--- config.mk ---
export PLATFORM = sky130hd
export DESIGN_NAME = ct_ebiu_cawt_ctrl
export DESIGN_NICKNAME = d
export VERILOG_FILES = /design/src/rtl/ct_ebiu_cawt_pkg.sv /design/src/rtl/ct_ebiu_cawt_age_mtx.sv /design/src/rtl/ct_ebiu_cawt_ctrl.sv
export SDC_FILE = /design/constraint.sdc
export NUM_CORES = 1
export LEC_CHECK = 0
export ABC_AREA = 0
export CORE_MARGIN = 4
export CORE_UTILIZATION = 41
export CTS_CLUSTER_SIZE = 28
export DETAILED_ROUTE_END_ITERATION = 12
export PLACE_DENSITY = 0.66
export SYNTH_ARGS = -nofsm -noshare
export SYNTH_HDL_FRONTEND = slang
export SYNTH_SLANG_ARGS = --single-unit
--- constraint.sdc ---
create_clock -name forever_cpuclk -period 4 [get_ports forever_cpuclk]
set_input_delay 0.8 -clock forever_cpuclk [delete_from_list [all_inputs] [get_ports forever_cpuclk]]
set_output_delay 0.8 -clock forever_cpuclk [all_outputs]
set_load 0.05 [all_outputs]
--- src/rtl/ct_ebiu_cawt_pkg.sv ---
// CAWT shared types: entry layout, index slice bounds and the
// mid-to-PIU select decode.
package ct_ebiu_cawt_pkg;

    localparam int CAWT_ENTRY_NUM = 8;
    localparam int CAWT_IDX_LSB   = 6;
    localparam int CAWT_IDX_MSB   = 13;
    localparam int CAWT_IDX_W     = CAWT_IDX_MSB - CAWT_IDX_LSB + 1;
    localparam int CAWT_ID_W      = 8;

    typedef struct packed {
        logic                  vld;
        logic [CAWT_IDX_W-1:0] idx;
        logic [CAWT_ID_W-1:0]  id;
        logic [2:0]            mid;
    } cawt_entry_t;

    // mid[2] broadcasts to every PIU
    function automatic logic [3:0] cawt_mid_sel(input logic [2:0] mid);
        return (4'b0001 << mid[1:0]) | {4{mid[2]}};
    endfunction

endpackage

--- src/rtl/ct_ebiu_cawt_age_mtx.sv ---
// CAWT age matrix: row i holds the entries older than entry i;
// picks the oldest entry among a match vector.
module ct_ebiu_cawt_age_mtx
    import ct_ebiu_cawt_pkg::*;
#(
    parameter int N = CAWT_ENTRY_NUM
) (
    input  logic         clk,
    input  logic         rst_b,
    input  logic [N-1:0] vld,
    input  logic [N-1:0] alloc,
    input  logic [N-1:0] pop,
    input  logic [N-1:0] match,
    output logic [N-1:0] oldest
);

    logic [N-1:0] age [N];

    // a fresh row is older-than everything still valid after this edge
    always_ff @(posedge clk) begin
        if (!rst_b) begin
            for (int i = 0; i < N; i++) begin
                age[i] <= '0;
            end
        end else begin
            for (int i = 0; i < N; i++) begin
                if (alloc[i]) begin
                    age[i] <= vld & ~pop;
                end else begin
                    age[i] <= age[i] & ~pop;
                end
            end
        end
    end

    always_comb begin
        oldest = '0;
        for (int i = 0; i < N; i++) begin
            oldest[i] = match[i] & ~|(age[i] & match);
        end
    end

endmodule

--- src/rtl/ct_ebiu_cawt_ctrl.sv ---
// EBIU non-cacheable write table: allocate on AW, retire oldest
// same-ID entry on B, report line-index hits for reads and snoops.
module ct_ebiu_cawt_ctrl
    import ct_ebiu_cawt_pkg::*;
#(
    parameter int ENTRY_NUM = CAWT_ENTRY_NUM,
    parameter int ID_W      = CAWT_ID_W,
    parameter int IDX_W     = CAWT_IDX_W
) (
    input  logic             forever_cpuclk,
    input  logic             cpurst_b,
    input  logic             vb_cawt_create_req,
    input  logic [39:0]      vb_ebiu_awaddr,
    input  logic [ID_W-1:0]  vb_ebiu_awid,
    input  logic [2:0]       vb_ebiu_mid,
    output logic             cawt_create_ack,
    input  logic             pad_ebiu_bvalid,
    input  logic [ID_W-1:0]  pad_ebiu_bid,
    input  logic [39:0]      ebiuif_ebiu_araddr,
    input  logic [IDX_W-1:0] snb0_yy_snpext_index,
    input  logic [IDX_W-1:0] snb1_yy_snpext_index,
    output logic             ca_rd_addr_hit_cawt,
    output logic             ca_wr_addr_hit_cawt,
    output logic             snb0_snpext_addr_hit_cawt,
    output logic             snb1_snpext_addr_hit_cawt,
    output logic [3:0]       cawt_piu_sel,
    output logic             cawt_full,
    output logic             cawt_empty,
    output logic             cawt_bresp_err
);

    logic [ENTRY_NUM-1:0] vld;
    logic [ENTRY_NUM-1:0] free;
    logic [ENTRY_NUM-1:0] alloc_oh;
    logic [ENTRY_NUM-1:0] match;
    logic [ENTRY_NUM-1:0] pop_oh;
    logic [ENTRY_NUM-1:0] rd_hit;
    logic [ENTRY_NUM-1:0] wr_hit;
    logic [ENTRY_NUM-1:0] s0_hit;
    logic [ENTRY_NUM-1:0] s1_hit;
    logic [ENTRY_NUM-1:0] id_eq;
    logic [3:0]           sel [ENTRY_NUM];
    logic [IDX_W-1:0]     aw_idx;
    logic [IDX_W-1:0]     ar_idx;

    assign aw_idx = vb_ebiu_awaddr[CAWT_IDX_MSB:CAWT_IDX_LSB];
    assign ar_idx = ebiuif_ebiu_araddr[CAWT_IDX_MSB:CAWT_IDX_LSB];

    assign cawt_full       = &vld;
    assign cawt_empty      = ~|vld;
    assign cawt_create_ack = vb_cawt_create_req & ~cawt_full;

    // lowest-index free slot
    assign free     = ~vld;
    assign alloc_oh = cawt_create_ack
                    ? (free & (~free + ENTRY_NUM'(1)))
                    : '0;

    assign match = {ENTRY_NUM{pad_ebiu_bvalid}} & vld & id_eq;

    ct_ebiu_cawt_age_mtx #(
        .N (ENTRY_NUM)
    ) u_age_mtx (
        .clk    (forever_cpuclk),
        .rst_b  (cpurst_b),
        .vld    (vld),
        .alloc  (alloc_oh),
        .pop    (pop_oh),
        .match  (match),
        .oldest (pop_oh)
    );

    for (genvar i = 0; i < ENTRY_NUM; i++) begin : g_ent
        cawt_entry_t ent;

        always_ff @(posedge forever_cpuclk) begin
            if (!cpurst_b) begin
                ent <= '0;
            end else if (alloc_oh[i]) begin
                ent.vld <= 1'b1;
                ent.idx <= aw_idx;
                ent.id  <= vb_ebiu_awid;
                ent.mid <= vb_ebiu_mid;
            end else if (pop_oh[i]) begin
                ent.vld <= 1'b0;
            end
        end

        assign vld[i]    = ent.vld;
        assign id_eq[i]  = ent.id == pad_ebiu_bid;
        assign rd_hit[i] = ent.vld & (ent.idx == ar_idx);
        assign wr_hit[i] = ent.vld & (ent.idx == aw_idx);
        assign s0_hit[i] = ent.vld & (ent.idx == snb0_yy_snpext_index);
        assign s1_hit[i] = ent.vld & (ent.idx == snb1_yy_snpext_index);
        assign sel[i]    = ent.vld ? cawt_mid_sel(ent.mid) : 4'b0000;
    end

    assign ca_rd_addr_hit_cawt       = |rd_hit;
    assign ca_wr_addr_hit_cawt       = |wr_hit;
    assign snb0_snpext_addr_hit_cawt = |s0_hit;
    assign snb1_snpext_addr_hit_cawt = |s1_hit;

    always_comb begin
        cawt_piu_sel = 4'b0000;
        for (int i = 0; i < ENTRY_NUM; i++) begin
            cawt_piu_sel = cawt_piu_sel | sel[i];
        end
    end

    // sticky until reset: a B with no owner
    always_ff @(posedge forever_cpuclk) begin
        if (!cpurst_b) begin
            cawt_bresp_err <= 1'b0;
        end else if (pad_ebiu_bvalid && ~|match) begin
            cawt_bresp_err <= 1'b1;
        end
    end

endmodule

After elaboration in Yosys (flattened, before gate mapping)
Memory sizes are Yosys's and may differ from the RTL's. Cells that the tools add are included.

Register bits: 161. Bits in latches: 0. Memory bits (writable): 64. Memory bits (read-only): 0. Input bits: 119. Output and inout bits: 12. Memories: 1.

Add/subtract/negate cells: 1. Multipliers: 0. Divide/modulo/power cells: 0. $lt $le $gt $ge: 0. Equality and inequality tests: 40. Shifts and indexed selects: 8. Muxes and demuxes: 90. Bitwise logic cells: 96. Reductions and logical operators: 34.

Memory list: u_age_mtx.age (depth 8, bits a word 8, rd ports 8, clocked after Yosys merged registers in 0, wr ports 8, line ct_ebiu_cawt_age_mtx.sv:17) `logic [N-1:0] age [N];`.

Operators by type and width (number): $eq A8 B8 Y1 (40); $and A8 B8 Y8 (20); $mux W8 (17); $reduce_or A8 Y1 (14); $mux W1 (65); $or A4 B4 Y4 (15); $and A1 B1 Y1 (41); $mux W4 (8); $shl A1 B2 Y4 const A (8); $not A8 Y8 (3); $or A1 B1 Y1 (16); $reduce_bool A2 Y1 (8); $logic_not A1 Y1 (10); $add A8 B1 Y8 const B (1); $reduce_and A8 Y1 (1); $logic_and A1 B1 Y1 (1); $not A1 Y1 (1).

Depth between registers and ports, before layout
Gate-level depths: netlist (run 1).

Depth after elaboration: 10. Mapped depth: 9. Gate-level depth less buffers: 6.

Hierarchy
Synthesis (run 1) repeated with hierarchy kept, for this count alone.

Cells, all modules: 1600. Area total of the unflattened synthesis: 14061.0 µm².

Modules (own cells, without submodules): ct_ebiu_cawt_ctrl (instances 1, cells each 1311, area an instance 10647.7 µm², seq. area each 3223.1 µm²); ct_ebiu_cawt_age_mtx (instances 1, cells each 289, area an instance 3413.3 µm², seq. area each 1921.8 µm²).

Least setup slack after synthesis (run 1)
OpenSTA, ideal clock, no wires.

Path kind: register -> output. From: register g_ent[6].ent[19] (netlist name). To: output port cawt_create_ack. Arrival time: 2.394 ns. Required time: 3.200 ns. Slack: 0.806 ns. Stages on the path, launching flop included: 5. Cell sequence: dfxtp_1 clkbuf_1 nand2_1 nor3_1 nor2b_1.

Cells in the longest elaborated chain, start to end: 3.

Ends and longest elaborated chain: $reduce_and A8 Y1 (line ct_ebiu_cawt_ctrl.sv:49) `assign cawt_full = &vld;`; net cawt_full (line ct_ebiu_cawt_ctrl.sv:27) `output logic cawt_full,`; $not A1 Y1 (line ct_ebiu_cawt_ctrl.sv:51) `assign cawt_create_ack = vb_cawt_create_req & ~cawt_full;`; $and A1 B1 Y1 (line ct_ebiu_cawt_ctrl.sv:51); end: declaration (line ct_ebiu_cawt_ctrl.sv:16) `output logic cawt_create_ack,`.

The timed path passes the listed nets, and every way through them passes these cells.

Worst setup path after layout (run 1)
From: input port vb_ebiu_awaddr[12]. To: output port ca_wr_addr_hit_cawt.

Cells in the longest elaborated chain, start to end: 3.

Ends and longest elaborated chain: start: declaration (line ct_ebiu_cawt_ctrl.sv:13) `input logic [39:0] vb_ebiu_awaddr,`; $eq A8 B8 Y1 (line ct_ebiu_cawt_ctrl.sv:92) `assign wr_hit[i] = ent.vld & (ent.idx == aw_idx);`; $and A1 B1 Y1 (line ct_ebiu_cawt_ctrl.sv:92); $reduce_or A8 Y1 (*) (line ct_ebiu_cawt_ctrl.sv:99) `assign ca_wr_addr_hit_cawt = |wr_hit;`; end: declaration (line ct_ebiu_cawt_ctrl.sv:23) `output logic ca_wr_addr_hit_cawt,`.

Every way passes the cells marked *; elsewhere a longest branch is shown, timed or not.

==> results of run 1 <==
## critical path: cells and delay by family
| kind | cells | cell delay (ns) |
|---|---|---|
| xor gates and xnor gates | 1 | 0.18 |
| buffers and inverters | 2 | 0.99 |
| and+or+nand+nor | 3 | 0.53 |
| AOI/OAI and AO/OA | 1 | 0.57 |
## state kept, by name, summed over array words and instances (netlist names)
register,flops
cawt_bresp_err,1
u_age_mtx.age,64
g_ent.ent,160
## power groups by stage
| stage | sequential, mW | clock [mW] | combinational, mW |
|---|---|---|---|
| after floorplan | 2.49 | 0 | 0.427 |
| after global placement | 2.52 | 0 | 0.628 |
| after detailed placement | 2.52 | 0 | 0.638 |
| after CTS | 2.47 | 2.48 | 0.641 |
| after global routing | 2.48 | 2.57 | 0.695 |
| final | 2.47 | 2.45 | 0.648 |
## kinds of logic after synthesis
group,count (synthesis)
xor gates and xnor gates,320
AOI/OAI and AO/OA,280
muxes,9
buffers and inverters,208
other,1
and+or+nand+nor,551
DFF,225
## final cells by class
cell class	count	area, sq um
Fill cell	3165	16700
Tap cell	442	553
Sequential cell	225	5140
Clock inverter	17	195
Multi-Input combinational cell	1224	7930
Timing Repair Buffer	164	1470
Inverter	8	30.0
Clock buffer	31	679
## cell usage in the layout (no fill, tap or decap), types with 4 or more instances in the layout
master,netlist,routed
clkinv_2,0,6
a211o_1,6,6
or4_1,4,4
xnor2_1,93,93
mux2i_1,9,9
nand4_1,39,39
buf_4,14,96
a22o_1,52,52
clkinvlp_4,0,5
a22oi_1,9,9
nor2_1,71,69
inv_1,7,7
o21ai_0,26,26
xor2_1,227,227
a22o_2,5,5
clkdlybuf4s50_1,0,61
nand3_1,27,27
a21boi_0,117,117
or2_2,4,4
edfxtp_1,64,64
clkbuf_16,0,26
dfxtp_1,161,161
nor4_1,52,52
clkbuf_1,148,4
buf_12,0,7
nor3b_1,10,10
a21oi_1,26,26
nand2_1,265,265
o41ai_1,4,4
conb_1,1,64
a21o_1,6,6
o2111ai_1,5,5
a31oi_1,7,7
and3_1,13,13
nor3_1,29,29
nor2b_1,16,14
## metal layers
| metal | share of wire | global-route usage | up-vias |
|---|---|---|---|
| met1 | 0.43 | 0.318 | 5591 |
| met2 | 0.46 | 0.383 | 455 |
| li1 | - | - | 5442 |
| met4 | 0.036 | 0.0834 | 0 |
| met3 | 0.073 | 0.0353 | 100 |
| met5 | 0 | 0 | - |
## how the worst max path moves through the flow
| stage | startpoint | end | slack (ns) | depth (start not counted) |
|---|---|---|---|---|
| after global routing | ebiuif_ebiu_araddr[9] | ca_rd_addr_hit_cawt | 0.06 | 8 |
| after detailed placement | pad_ebiu_bid[7] | u_age_mtx.age[6][4] | 0.17 | 8 |
| after floorplan | g_ent[6].ent[19] | cawt_create_ack | 0.81 | 4 |
| final | vb_ebiu_awaddr[12] | ca_wr_addr_hit_cawt | 0.13 | 7 |
| after global placement | pad_ebiu_bid[7] | u_age_mtx.age[6][4] | 0.12 | 8 |
| after CTS | vb_ebiu_awaddr[12] | ca_wr_addr_hit_cawt | 0.19 | 7 |
## metrics by stage
stage          total power, mW  setup slack (ns)  cells  instance area, sq um
2_1_floorplan             2.91             0.806   1657                 13900
3_3_place_gp              3.15             0.125   2063                 15100
3_5_place_dp              3.16             0.172   2063                 15100
4_1_cts                   5.60             0.195   2111                 16000
5_1_grt                   5.74            0.0600   2111                 16000
6_report                  5.57             0.134   2111                 16000
==> flow_metrics.env, run 1 <==
export IMPL_worst_pin_slew_ns=0.950
export IMPL_cts_tree="done"
export IMPL_synth_yosys_seq_area_share=0.376
export IMPL_yosysMostFrequentCell="nand2_1"
export IMPL_relSlewSlack=0.367
export IMPL_ios=131
export IMPL_status="completed"
export IMPL_clockRootBuffer="clkbuf_16"
export IMPL_die_h_um=191
export IMPL_wl_per_cell_um=20.8
export IMPL_seq_power_share=0.444
export IMPL_synth_xor_area_share=0.205
export IMPL_syn_avg_cell_area_sq_um=8.58
export IMPL_ctsResizeCount=0
export IMPL_crit_required_ns=3.20
export IMPL_synth_cell_type_count=58
export IMPL_cap_viol_max_count=0
export IMPL_powerDensity_nw_per_um2=348
export IMPL_antenna_found_initial=0
export IMPL_endpoint_kind="primary output"
export IMPL_drive_above_1_share=0.103
export IMPL_rr_startpoint="g_ent[3].ent[19]"
export IMPL_hold_viol=0
export IMPL_core_sq_um=32700
export IMPL_async_flop_share=0
export IMPL_synth_edf_count=64
export IMPL_port_buffers=66
export IMPL_path_clk_slew_ns=0.06
export IMPL_power_switching_mw=1.47
export IMPL_grt_max_degree=105
export IMPL_initial_core_util=0.418
export IMPL_synth_seq_cells=225
export IMPL_cts_inserted_buffers=26
export IMPL_dieArea_sq_um=36400
export IMPL_holdPathStages=2
export IMPL_yosys_warnings=0
export IMPL_drt_pass1_iterations=5
export IMPL_tns_ns=0
export IMPL_grt_overflow_total=0
export IMPL_synth_compound_area_share=0.156
export IMPL_hp_start="g_ent[6].ent[4]"
export IMPL_clk_insertion_delay_late_ns=0.56
export IMPL_grt_pass1_vias=11100
export IMPL_setup_violations_final=0
export IMPL_hold_path_class="reg2reg"
export IMPL_grt_use_total=0.235
export IMPL_synth_top_family_by_area="XOR/XNOR gates"
export IMPL_vdd_drop_max_mv=0.314
export IMPL_post_cts_setup_buffers=0
export IMPL_p_comb_frac=0.116
export IMPL_slowest_delay_ns=0.82
export IMPL_crit_path_max_fanout=8
export IMPL_critPathSlowestCell="clkdlybuf4s50_1"
export IMPL_hold_slack_ns=0.474
export IMPL_place_hpwl_mm=30.6
export IMPL_rr_endpoint="u_age_mtx.age[7][3]"
export IMPL_switching_share=0.264
export IMPL_fmax_mhz=259
export IMPL_vias=11600
export IMPL_synth_top_cell_area_share=0.236
export IMPL_min_period_ns=3.87
export IMPL_min_delay_worst_endpoint="g_ent[6].ent[4]"
export IMPL_grt_setup_unrepaired="no"
export IMPL_rrSetupSlack_ns=1.08
export IMPL_worstPathCellList="clkdlybuf4s50_1, xnor2_1, nand3_1, o41ai_1, nor3_1, nand4_1, buf_12"
export IMPL_power_leakage_nw=6.25
export IMPL_skew_ns=0.0199
export IMPL_place_congestion=0.934
export IMPL_area_growth_pct=17.0
export IMPL_cts_max_level=1
export IMPL_synth_area_leaders="dfxtp_1, xor2_1, edfxtp_1, nand2_1, a21boi_0"
export IMPL_wl_mm=43.8
export IMPL_die_x_um=191
export IMPL_cts_hold_buffers=0
export IMPL_drt_iter0_markers=1024
export IMPL_synthFlopType="dfxtp_1"
export IMPL_synth_common_cells="nand2_1, xor2_1, dfxtp_1"
export IMPL_vias_per_cell=5.49
export IMPL_clock_sinks=225
export IMPL_critPathArrivalTime_ns=3.07
export IMPL_nNetsFinal=1768
export IMPL_antenna_left=0
export IMPL_critical_path_class="in2out"
export IMPL_grt_pass1_wl_mm=66.5
export IMPL_synthSimpleGateAreaFrac=0.192
export IMPL_reg2regPathDepth=8
export IMPL_syn_inst=1594
export IMPL_synth_area_sq_um=13700
export IMPL_synth_top_area_cell="dfxtp_1"
export IMPL_drc=0
export IMPL_startpoint_type="input port"
export IMPL_synthAdderAreaFrac=0
export IMPL_antenna_cells=0
export IMPL_p_clk_frac=0.439
export IMPL_clock_path_buffers=3
export IMPL_period_share=0.966
export IMPL_slew_viol_final=0
export IMPL_yosys_mux_area_fraction=0.00658
export IMPL_rows=66
export IMPL_p_int_mw=4.10
export IMPL_utilization=0.489
No activity file was read; power rests on OpenSTA's default activity.
==> run 2: changes to the inputs <==
Settings changed: CORE_UTILIZATION 41 to 25, PLACE_DENSITY 0.66 to 0.47.
==> flow_metrics.env, run 2 (synthesis results as in run 1) <==
export IMPL_status="completed"
export IMPL_path_clk_slew_ns=0.06
export IMPL_drc=0
export IMPL_layout_common_cells="nand2_1, xor2_1, dfxtp_1, a21boi_0, xnor2_1"
export IMPL_grt_use_total=0.161
export IMPL_die_x_um=242
export IMPL_drive_above_1_share=0.101
export IMPL_min_delay_worst_endpoint="g_ent[4].ent[5]"
export IMPL_tns_ns=0
export IMPL_clk_insertion_delay_late_ns=0.57
export IMPL_grt_setup_unrepaired="no"
export IMPL_cts_max_level=1
export IMPL_power_leakage_nw=6.31
export IMPL_drt_pass1_iterations=5
export IMPL_critical_path_class="in2out"
export IMPL_area_growth_pct=19.9
export IMPL_holdPathStages=2
export IMPL_hold_viol=0
export IMPL_dieArea_sq_um=58500
export IMPL_hp_start="g_ent[4].ent[5]"
export IMPL_die_h_um=242
export IMPL_core_sq_um=54000
export IMPL_endpoint_kind="primary output"
export IMPL_setup_slack_ns=0.00766
export IMPL_worst_pin_slew_ns=1.03
export IMPL_setup_violations_final=0
export IMPL_place_congestion=0.906
export IMPL_cts_inserted_buffers=27
export IMPL_dp_worst_setup_slack_ns=0.0660
export IMPL_fmax_mhz=250
export IMPL_drt_iter0_markers=834
export IMPL_ios=131
export IMPL_min_period_ns=3.99
export IMPL_final_common_cell="nand2_1"
export IMPL_clock_path_buffers=3
export IMPL_grt_pass1_wl_mm=73.3
export IMPL_vdd_drop_max_mv=0.288
export IMPL_cap_viol_max_count=0
export IMPL_antenna_left=0
export IMPL_relSlewSlack=0.311
export IMPL_vias=11400
export IMPL_hold_path_class="reg2reg"
export IMPL_port_buffers=66
export IMPL_critPathArrivalTime_ns=3.19
export IMPL_clock_sinks=225
export IMPL_place_hpwl_mm=35.6
export IMPL_reg2regPathDepth=7
export IMPL_startpoint_type="input port"
export IMPL_antenna_found_initial=0
export IMPL_rr_endpoint="u_age_mtx.age[7][7]"
export IMPL_antenna_cells=0
export IMPL_slew_viol_final=0
export IMPL_grt_pass1_vias=11400
export IMPL_cts_hold_buffers=0
export IMPL_powerDensity_nw_per_um2=359
export IMPL_cts_tree="done"
export IMPL_wl_mm=49.2
export IMPL_power_total_mw=5.90
export IMPL_period_share=0.998
export IMPL_crit_path_max_fanout=4
export IMPL_rr_startpoint="g_ent[7].ent[19]"
export IMPL_wl_per_cell_um=20.8
export IMPL_rrSetupSlack_ns=0.90
export IMPL_clockRootBuffer="clkbuf_16"
export IMPL_largest_reg_flops=160
export IMPL_crit_required_ns=3.20
export IMPL_placed_area_sq_um=15400
export IMPL_post_cts_setup_buffers=0
export IMPL_rows=85
export IMPL_grt_overflow_total=0
export IMPL_vias_per_cell=4.82
export IMPL_grt_max_degree=76
export IMPL_nNetsFinal=1764
export IMPL_top_register="g_ent.ent"
export IMPL_ctsResizeCount=0
export IMPL_initial_core_util=0.253
export IMPL_stdcell_area_sq_um=16400
export IMPL_reg_top3="g_ent.ent (160), u_age_mtx.age (64), cawt_bresp_err (1)"
export IMPL_skew_ns=0.00893
-- run 2: changes by cell type in the layout (fill, tap and decap cells not counted), sizes merged --
| cell | change |
|---|---|
| buf | -5 |
| inv | +2 |
| bufinv | +2 |
| clkbuf | +4 |
| clkinvlp | -5 |
| clkinv | -1 |
-- run 2: final cells by class --
class | count | area (sq um)
fillers | 5650 | 37600
multi-input cells | 1224 | 7930
flip-flops and latches | 225 | 5140
repair buffers | 159 | 1450
well taps | 696 | 871
clock buffers | 35 | 777
clock inverters | 15 | 214
inverters | 8 | 30.0
-- run 2: stage by stage --
step            util  hold slack (ns)  instances
6_report       0.304            0.478       2362
5_1_grt        0.304            0.492       2362
4_1_cts        0.304            0.480       2362
3_5_place_dp   0.285            0.472       2312
3_3_place_gp   0.285            0.464       2312
2_1_floorplan      -            0.455       1657
-- run 2: critical path, stage by stage --
cell and delay, ns:
clkdlybuf4s50_1 0.71, buf_4 0.20, xor2_1 0.14, nor3_1 0.09
nand4_1 0.10, o41ai_1 0.09, nor3_1 0.37, nand4_1 0.40
buf_12 0.28
-- run 2: layer usage --
| metal | global-route usage | part of all wire |
|---|---|---|
| met1 | 0.216 | 0.46 |
| met5 | 0 | 0 |
| met2 | 0.280 | 0.48 |
| met3 | 0.0208 | 0.043 |
| met4 | 0.0316 | 0.020 |
-- run 2: power by group --
group	switching [mW]	leakage, nW	internal (mW)	total [mW]
clock network	1.07	0.490	1.69	2.77
logic	0.395	3.86	0.267	0.662
registers	0.0573	1.96	2.41	2.47
total	1.52	6.31	4.37	5.90
-- run 2: worst max path at each step --
| stage | depth (start not counted) | endpoint | from |
|---|---|---|---|
| after detailed placement | 7 | u_age_mtx.age[6][4] | pad_ebiu_bid[7] |
| after global routing | 8 | snb0_snpext_addr_hit_cawt | snb0_yy_snpext_index[3] |
| after floorplan | 4 | cawt_create_ack | g_ent[6].ent[19] |
| after CTS | 9 | snb0_snpext_addr_hit_cawt | snb0_yy_snpext_index[4] |
| final | 9 | snb0_snpext_addr_hit_cawt | snb0_yy_snpext_index[4] |
| after global placement | 7 | u_age_mtx.age[6][4] | pad_ebiu_bid[4] |
